## config.mk

```make
export PLATFORM = sky130hd
export DESIGN_NAME = skid_pipe_reg
export DESIGN_NICKNAME = d
export VERILOG_FILES = /design/src/rtl/pipe_pkg.sv /design/src/rtl/flopr_with_signal.sv /design/src/rtl/skid_pipe_reg.sv
export SDC_FILE = /design/constraint.sdc
export NUM_CORES = 1
export LEC_CHECK = 0
export ABC_AREA = 1
export ABC_CLOCK_PERIOD_IN_PS = 2410
export BUFFER_PORTS_ARGS = -buffer_cell sky130_fd_sc_hd__clkbuf_2
export CAP_MARGIN = 20
export CORE_UTILIZATION = 35
export DETAILED_ROUTE_END_ITERATION = 16
export GPL_TIMING_DRIVEN = 0
export SLEW_MARGIN = 20
export SYNTH_ARGS = -nofsm -noshare
export SYNTH_HDL_FRONTEND = slang
export SYNTH_SLANG_ARGS = --single-unit
```

## constraint.sdc

```tcl
create_clock -name clk -period 2.41 [get_ports clk]
set_clock_uncertainty 0.2 [all_clocks]
set_input_delay 0.482 -clock clk [delete_from_list [all_inputs] [get_ports clk]]
set_output_delay 0.482 -clock clk [all_outputs]
set_load 0.01 [all_outputs]
```

## src/rtl/pipe_pkg.sv

```systemverilog
`default_nettype none
// ============================================================================
// Module  : pipe_pkg
// Brief   : Shared state encoding for the two-entry skid pipeline register.
// Rev     : 1.0 - initial release
// ============================================================================
package pipe_pkg;

  typedef enum logic [1:0] {
    EMPTY = 2'b00,
    ONE   = 2'b01,
    FULL  = 2'b10
  } pipe_state_t;

endpackage : pipe_pkg
`default_nettype wire

```

## src/rtl/flopr_with_signal.sv

```systemverilog
`default_nettype none
// ============================================================================
// Module  : flopr_with_signal
// Brief   : WIDTH-bit register with load enable and async active-high reset.
// Rev     : 1.0 - initial release
// ============================================================================
module flopr_with_signal #(
  parameter int WIDTH = 32
) (
  input  logic             clk,
  input  logic             reset,
  input  logic             en,
  input  logic [WIDTH-1:0] d,
  output logic [WIDTH-1:0] q
);

  always_ff @(posedge clk or posedge reset) begin
    if (reset) begin
      q <= '0;
    end else if (en) begin
      q <= d;
    end
  end

endmodule : flopr_with_signal
`default_nettype wire

```

## src/rtl/skid_pipe_reg.sv

```systemverilog
`default_nettype none
// ============================================================================
// Module  : skid_pipe_reg
// Brief   : Two-entry skid pipeline register; in_ready is registered-only.
//           Optional flush compiled in with SKID_PIPE_REG_FLUSH_EN.
// Rev     : 1.0 - initial release
// ============================================================================
module skid_pipe_reg
  import pipe_pkg::*;
#(
  parameter int WIDTH = 32
) (
  input  logic             clk,
  input  logic             reset,
  input  logic             in_valid,
  output logic             in_ready,
  input  logic [WIDTH-1:0] in_data,
  output logic             out_valid,
  input  logic             out_ready,
  output logic [WIDTH-1:0] out_data,
  input  logic             flush
);

  pipe_state_t      r_state;
  pipe_state_t      w_state_nxt;
  logic             w_in_fire;
  logic             w_out_fire;
  logic             w_main_en;
  logic             w_skid_en;
  logic [WIDTH-1:0] w_main_d;
  logic [WIDTH-1:0] w_main_q;
  logic [WIDTH-1:0] w_skid_q;

`ifdef SKID_PIPE_REG_FLUSH_EN
  assign in_ready = (r_state != FULL) & ~flush;
`else
  logic w_unused_flush;
  assign w_unused_flush = flush;
  assign in_ready       = (r_state != FULL);
`endif

  assign out_valid  = (r_state != EMPTY);
  assign out_data   = w_main_q;
  assign w_in_fire  = in_valid & in_ready;
  assign w_out_fire = out_valid & out_ready;

  // Main refills from skid only when draining FULL; otherwise from upstream.
  assign w_main_d = (r_state == FULL) ? w_skid_q : in_data;

  always_ff @(posedge clk or posedge reset) begin
    if (reset) begin
      r_state <= EMPTY;
    end else begin
      r_state <= w_state_nxt;
    end
  end

  always_comb begin
    w_state_nxt = r_state;
    w_main_en   = 1'b0;
    w_skid_en   = 1'b0;
    case (r_state)
      EMPTY: begin
        if (w_in_fire) begin
          w_main_en   = 1'b1;
          w_state_nxt = ONE;
        end
      end
      ONE: begin
        if (w_in_fire && w_out_fire) begin
          w_main_en   = 1'b1;
        end else if (w_in_fire) begin
          w_skid_en   = 1'b1;
          w_state_nxt = FULL;
        end else if (w_out_fire) begin
          w_state_nxt = EMPTY;
        end
      end
      FULL: begin
        if (w_out_fire) begin
          w_main_en   = 1'b1;
          w_state_nxt = ONE;
        end
      end
      default: begin
        w_state_nxt = EMPTY;
      end
    endcase
`ifdef SKID_PIPE_REG_FLUSH_EN
    if (flush) begin
      w_state_nxt = EMPTY;
      w_main_en   = 1'b0;
      w_skid_en   = 1'b0;
    end
`endif
  end

  flopr_with_signal #(.WIDTH(WIDTH)) u_main_reg (
    .clk   (clk),
    .reset (reset),
    .en    (w_main_en),
    .d     (w_main_d),
    .q     (w_main_q)
  );

  flopr_with_signal #(.WIDTH(WIDTH)) u_skid_reg (
    .clk   (clk),
    .reset (reset),
    .en    (w_skid_en),
    .d     (in_data),
    .q     (w_skid_q)
  );

endmodule : skid_pipe_reg
`default_nettype wire

```

==> results of run 1 <==
-- worst min path at each step --
stage                          start                to  slack (ps)  cells past startpoint
floorplan           u_skid_reg.q[31]  u_skid_reg.q[31]         250                      2
global placement     u_main_reg.q[3]   u_main_reg.q[3]         260                      2
detailed placement             reset   u_main_reg.q[2]         260                      2
CTS                      in_data[26]  u_skid_reg.q[26]         160                      3
global route              in_data[4]   u_skid_reg.q[4]         170                      3
finish                   in_data[26]  u_skid_reg.q[26]         170                      3
-- cell families (layout without fill, tap and decap cells) --
logic type	Yosys count	after routing
and+or+nand+nor	232	232
DFF	66	66
buffers and inverters	61	148
AOI/OAI and AO/OA	34	34
-- layer usage --
layer / vias up / GRT usage (%) / routed length [um]
met5: - / 0 / 0
met4: 0 / 4.73 / 67
met3: 6 / 5.69 / 398
met2: 67 / 30.7 / 3490
met1: 1271 / 24.7 / 3740
li1: 1396 / - / -
-- power by group through the flow --
stage                     clock (W)  sequential [W]  combinational (W)
after floorplan                   0         0.00200            0.00112
after global placement            0         0.00191            0.00186
after detailed placement          0         0.00192            0.00190
after CTS                   0.00108         0.00190            0.00191
after global routing        0.00113         0.00197            0.00214
final                       0.00105         0.00191            0.00186
-- worst max-delay path: cells and delay by family, from the launching register on --
kind / cells / cell delay (ps)
buffers and inverters: 3 / 470
AND/OR/NAND/NOR: 1 / 100
flip-flops: 1 / 430
-- per-stage QoR --
step,cell area [um2],setup slack [ps],power [W]
2_1_floorplan,3100,73.2,0.00313
6_report,3840,379,0.00481
3_3_place_gp,3580,-860,0.00377
5_1_grt,3840,270,0.00524
3_5_place_dp,3610,661,0.00382
4_1_cts,3840,367,0.00489
-- cell usage in the layout, fill, tap and decap left out, types with 4 or more instances in the layout --
master	count
clkbuf_2	69
nand2_1	160
inv_1	33
o21ai_0	31
nand2_4	4
nand3_1	64
clkbuf_1	5
clkbuf_8	9
buf_4	5
dfrtp_1	66
buf_2	14
-- sequential cells by signal (all words and copies together), names as in the netlist --
name,count
u_main_reg.q,32
u_skid_reg.q,32
r_state,2
-- cell type report --
class                   count  area share [%]
repair buffers             71            9.96
flip-flops and latches     66            43.0
clock inverters             7            2.60
multi-input cells         266            30.6
well taps                 105            3.42
inverters                  36            3.65
clock buffers               9            3.22
plain buffers              25            3.58
==> results.md, run 1 <==
- Status: complete, no violations
- Die width: 96.2 um
- Synth cell count leaders: nand2_1, dfrtp_1, nand3_1
- Count leader, synth: nand2_1
- RD Place Congestion: 0.780
- Seq pwr share: 39.6%
- Layout area overhead: 23.9%
- Largest family of logic cells by synthesized area: simple AND/OR/NAND/NOR gates
- Placed cell count: 568
- Yosys cell types: 17
- Maximum VDD drop: 0.000555 V
- Yosys warnings: 0
- Root Buffer: clkbuf_8
- CTS Buffer Depth: 2
- Max Cap Violations: 0
- Total GRT Usage: 19.0%
- Post-synthesis async set-or-reset flop share: 100%
- Placeable Area: between 8000 and 9000 um2
- Synth area leaders: dfrtp_1, nand2_1, nand3_1, o21ai_0, inv_1
- Gate power share: 38.6%
- Port Buffers: 69
- Syn Area/Cell: 7.90 um2
- CTS buffer count: 9
- Hold Crit Class: in -> reg
- # IOs: between 70 and 80
- Final wirelength: 7700 um
- Detailed Route Iter0 Violations: 100
- RSZ-0062 raised after global routing: false
- Final setup TNS: 0 ps
- Fmax: 0.492 GHz
- Fill count: slightly below 900
- 1st-pass router iterations: 4
- Synth Net Count: 430
- H-tree depth: 3
- CP peak stage delay: around 430 ps
- Total gr overflow: 0
- Largest net degree at the start of global routing: between 40 and 50
- Area share of the largest cell type after synthesis: 53.2%
- Leak: 2.23 nW
- DIE HEIGHT: around 96 um
- R2R setup slack: 830 ps
- CTS tree: built
- Register bit total from synthesis: 66
- Compound-Gate Fraction of Synth Area: under 10%
- Worst skew pair latency: 340 ps
- Remaining DRCs: 0
- CP Data Required Time: 1730 ps
- Adder-Cell Fraction of Synth Area: 0%
- Util after Layout: 45.9%
- Fin. Hold Viols: 0
- Multi-input logic area: 1180 um2
- Post-synthesis mux area share: 0%
- Setup crit start kind: register
- Total area of sequential cells: 1650 um2
- Global-route wire length before repair: 13,200 um
- Vias in the first global route: 2,725
- Post-layout minimum cycle time: 2030 ps
- Final period utilization: 84.3%
- DRT antenna net count: 0
- Site Rows: 33
- Crit path capture type: output port
- Worst-path clk slew: around 80 ps
- Initial antenna violation count: 0
- Ant diodes: 0
- Crit path DAT: 1350 ps
- Share of cells above drive strength 1: between 20% and 30%
- WS Path Type: reg -> out
- Non-filler cells, final: just under 600
- Crit path capture: in_ready
- FF-to-FF Start: r_state[1]
- Sw Ratio: about two fifths
- Vias per cell: 4.68
- Highest net fanout along the worst path: 10
- Hold_ws: 173 ps
- RR Endpoint: u_skid_reg.q[8]
- Max Transition Viols Final: 0
- Synthesized area: 3100 um2
- Hold-fix buffers, CTS: 1
- Post-CTS Setup Inserts: 0
- Internal power: 0.00291 W
- DR WL/cell: 13.2 um
- Critical path's slowest cell: dfrtp_1
- Switching power: roughly 0.0019 W
- Die area: 9250 um2
- Power Dens Cells: between 1000 and 1500 nW/um2
- Critical path, cell by cell: inv_2 > nand2_4 > buf_4 > clkbuf_2
- Slew Limit Headroom: about two thirds
- Post-synth EDFFs: 0
- Simple-gate share of the synthesized area: 32.4%
- Post-synthesis sequential area ratio: between 50% and 60%
- Clock sink count: 66
- CP startpoint: r_state[0]
- Cell taking the most area after synthesis: dfrtp_1
- # setup viols final: 0
- HPWL after detailed placement: 5340 um
- Xor/xnor share of the synthesized area: 0%
- Initial core utilization: 37.0%
- Total number of vias: 2,740
- Cells on worst reg2reg path: 6
- Mapped Cells: 393
- Clock share of power: 21.8%
- Main synth FF type: dfrtp_1
- Worst slew pin tran: around 480 ps
- Post_cts resized: 0
- Nets: 512
Power figures use the tool's default switching activity.
==> inputs of run 2 (changes only) <==
--- a/config.mk
+++ b/config.mk
@@ -6,7 +6,7 @@
 export NUM_CORES = 1
 export LEC_CHECK = 0
 export ABC_AREA = 1
-export ABC_CLOCK_PERIOD_IN_PS = 2410
+export ABC_CLOCK_PERIOD_IN_PS = 1930
 export BUFFER_PORTS_ARGS = -buffer_cell sky130_fd_sc_hd__clkbuf_2
 export CAP_MARGIN = 20
 export CORE_UTILIZATION = 35
==> constraint.sdc (replaced) <==
create_clock -name clk -period 1.93 [get_ports clk]
set_clock_uncertainty 0.2 [all_clocks]
set_input_delay 0.386 -clock clk [delete_from_list [all_inputs] [get_ports clk]]
set_output_delay 0.386 -clock clk [all_outputs]
set_load 0.01 [all_outputs]
==> run 2 against run 1 <==
Final area rose by 1.1%. First-iteration DRC count rose by 13%. Worst hold slack got worse by 100 ps. Highest routed layer unchanged. Sequential power rose by 25%. Via count rose by 0.55%. Sequential cell count did not move. Largest power group unchanged. Critical endpoint is now out_valid. Register-to-register slack got worse by 490 ps. Routed wire length rose by 2.7%. Critical path depth did not move.
==> results.md, run 2 (synthesis gave the netlist of run 1 again) <==
- Status: complete, no violations
- FF-to-FF Start: r_state[0]
- Initial core utilization: 37.0%
- Final wirelength: 7910 um
- Fmax: approximately 0.55 GHz
- RR Endpoint: u_main_reg.q[19]
- RD Place Congestion: around 0.78
- CP startpoint: r_state[0]
- Die width: 96.2 um
- Layout area overhead: 25.2%
- Site Rows: 33
- DRT antenna net count: 0
- Cells on worst reg2reg path: 7
- Share of cells above drive strength 1: around 25%
- Final period utilization: 94.3%
- DIE HEIGHT: 96.2 um
- Total number of vias: 2,755
- Port Buffers: 69
- Biggest regs: u_main_reg.q: 32 flops, u_skid_reg.q: 32 flops, r_state: 2 flops
- Crit path DAT: 1230 ps
- Slew Limit Headroom: 68.4%
- Clock sink count: 66
- Commonest non-fill, non-tap cells in the layout: nand2_1, clkbuf_2, dfrtp_1, nand3_1, inv_1
- # IOs: 71
- Die area: 9250 um2
- RSZ-0062 raised after global routing: false
- Detailed Route Iter0 Violations: 113
- Leading cell type in the layout, fill and taps excluded: nand2_1
- Global-route wire length before repair: 13,200 um
- CTS buffer count: 9
- Maximum VDD drop: 0.000574 V
- Post_cts resized: 0
- Worst slew pin tran: 474 ps
- Highest net fanout along the worst path: 6
- HPWL after detailed placement: 5360 um
- DP Area: between 3000 and 4000 um2
- Leak: 2.23 nW
- # setup viols final: 0
- Fin. Hold Viols: 0
- Max Cap Violations: 0
- Util after Layout: 46.4%
- Ant diodes: 0
- Vias in the first global route: 2,657
- CTS tree: built
- Setup crit start kind: register
- Crit path capture: out_valid
- Vias per cell: 4.70
- Placeable Area: 8380 um2
- Total gr overflow: 0
- Post-layout minimum cycle time: 1820 ps
- Crit path capture type: output port
- R2R setup slack: between 300 and 400 ps
- Largest net degree at the start of global routing: 33
- Worst-path clk slew: approximately 80 ps
- CTS Buffer Depth: 2
- Initial antenna violation count: 0
- DR WL/cell: 13.5 um
- Design Area, Final: between 3000 and 4000 um2
- WS Path Type: reg -> out
- Root Buffer: clkbuf_8
- Remaining DRCs: 0
- Hold Crit Class: in -> reg
- 1st-pass router iterations: 6
- CP Data Required Time: roughly 1300 ps
- H-tree depth: 3
- Max Transition Viols Final: 0
- Power Total: between 0.006 and 0.007 W
- Total GRT Usage: 19.2%
- Hold_ws: 70.6 ps
- Worst skew pair latency: between 300 and 400 ps
- Power Dens Cells: 1590 nW/um2
- Nets: slightly above 500
- Final setup TNS: 0 ps
run 2: changes by cell type in the layout (fill, tap and decap cells not counted), sizes merged:
cell      delta
bufinv       +1
clkbuf       +1
buf          +1
inv          -3
clkinvlp     +3
clkinv       -2
run 2: how the worst min path moves through the flow:
stage	start	end	slack, ps	cells past startpoint
global route	in_data[21]	u_skid_reg.q[21]	80	3
global placement	u_main_reg.q[3]	u_main_reg.q[3]	260	2
finish	in_data[20]	u_skid_reg.q[20]	70	3
floorplan	u_skid_reg.q[31]	u_skid_reg.q[31]	250	2
CTS	in_data[20]	u_skid_reg.q[20]	60	3
detailed placement	reset	u_skid_reg.q[6]	110	2
run 2: area by class of cell:
type	instances	area [um2]
fill	881	4500
sequential	66	1650
multi-input combinational	266	1180
clock buffer	10	138
timing repair buffer	73	403
tap	105	131
clock inverter	6	114
buffer	24	130
inverter	36	141
run 2: per-stage QoR:
step | worst slack (ps) | cells
2_1_floorplan | 533 | 393
3_3_place_gp | 72.1 | 567
4_1_cts | 90.5 | 586
5_1_grt | 35.6 | 586
6_report | 110 | 586
3_5_place_dp | 269 | 569
run 2: routing by layer:
layer | track usage (%) | vias to the layer above | share of wire, % | wire [um]
met3 | 4.82 | 14 | 4.5 | 355
met1 | 26.5 | 1277 | 49 | 3860
met5 | 0 | - | 0 | 0
met4 | 5.97 | 0 | 1.7 | 133
met2 | 29.6 | 73 | 45 | 3570
li1 | - | 1391 | - | -
run 2: worst max-delay path: stages (launching register included):
cell	delay, ps
dfrtp_1	430
inv_2	110
buf_4	150
nand2_2	80
clkbuf_2	130
run 2: what timing repair did:
| action | in CTS | in global routing |
|---|---|---|
| hold buffers | 1 | 0 |
| setup buffers | 1 | 0 |
| endpoints found under the setup margin | 1 | 0 |
| endpoints found under the hold margin | 66 | 0 |
run 2: power breakdown:
group / switching (W) / internal, W / leakage (nW) / total, W
registers: 0.000351 / 0.00203 / 0.820 / 0.00238
logic: 0.00146 / 0.000874 / 1.29 / 0.00234
clock network: 0.000566 / 0.000895 / 0.119 / 0.00146
total: 0.00238 / 0.00380 / 2.23 / 0.00618
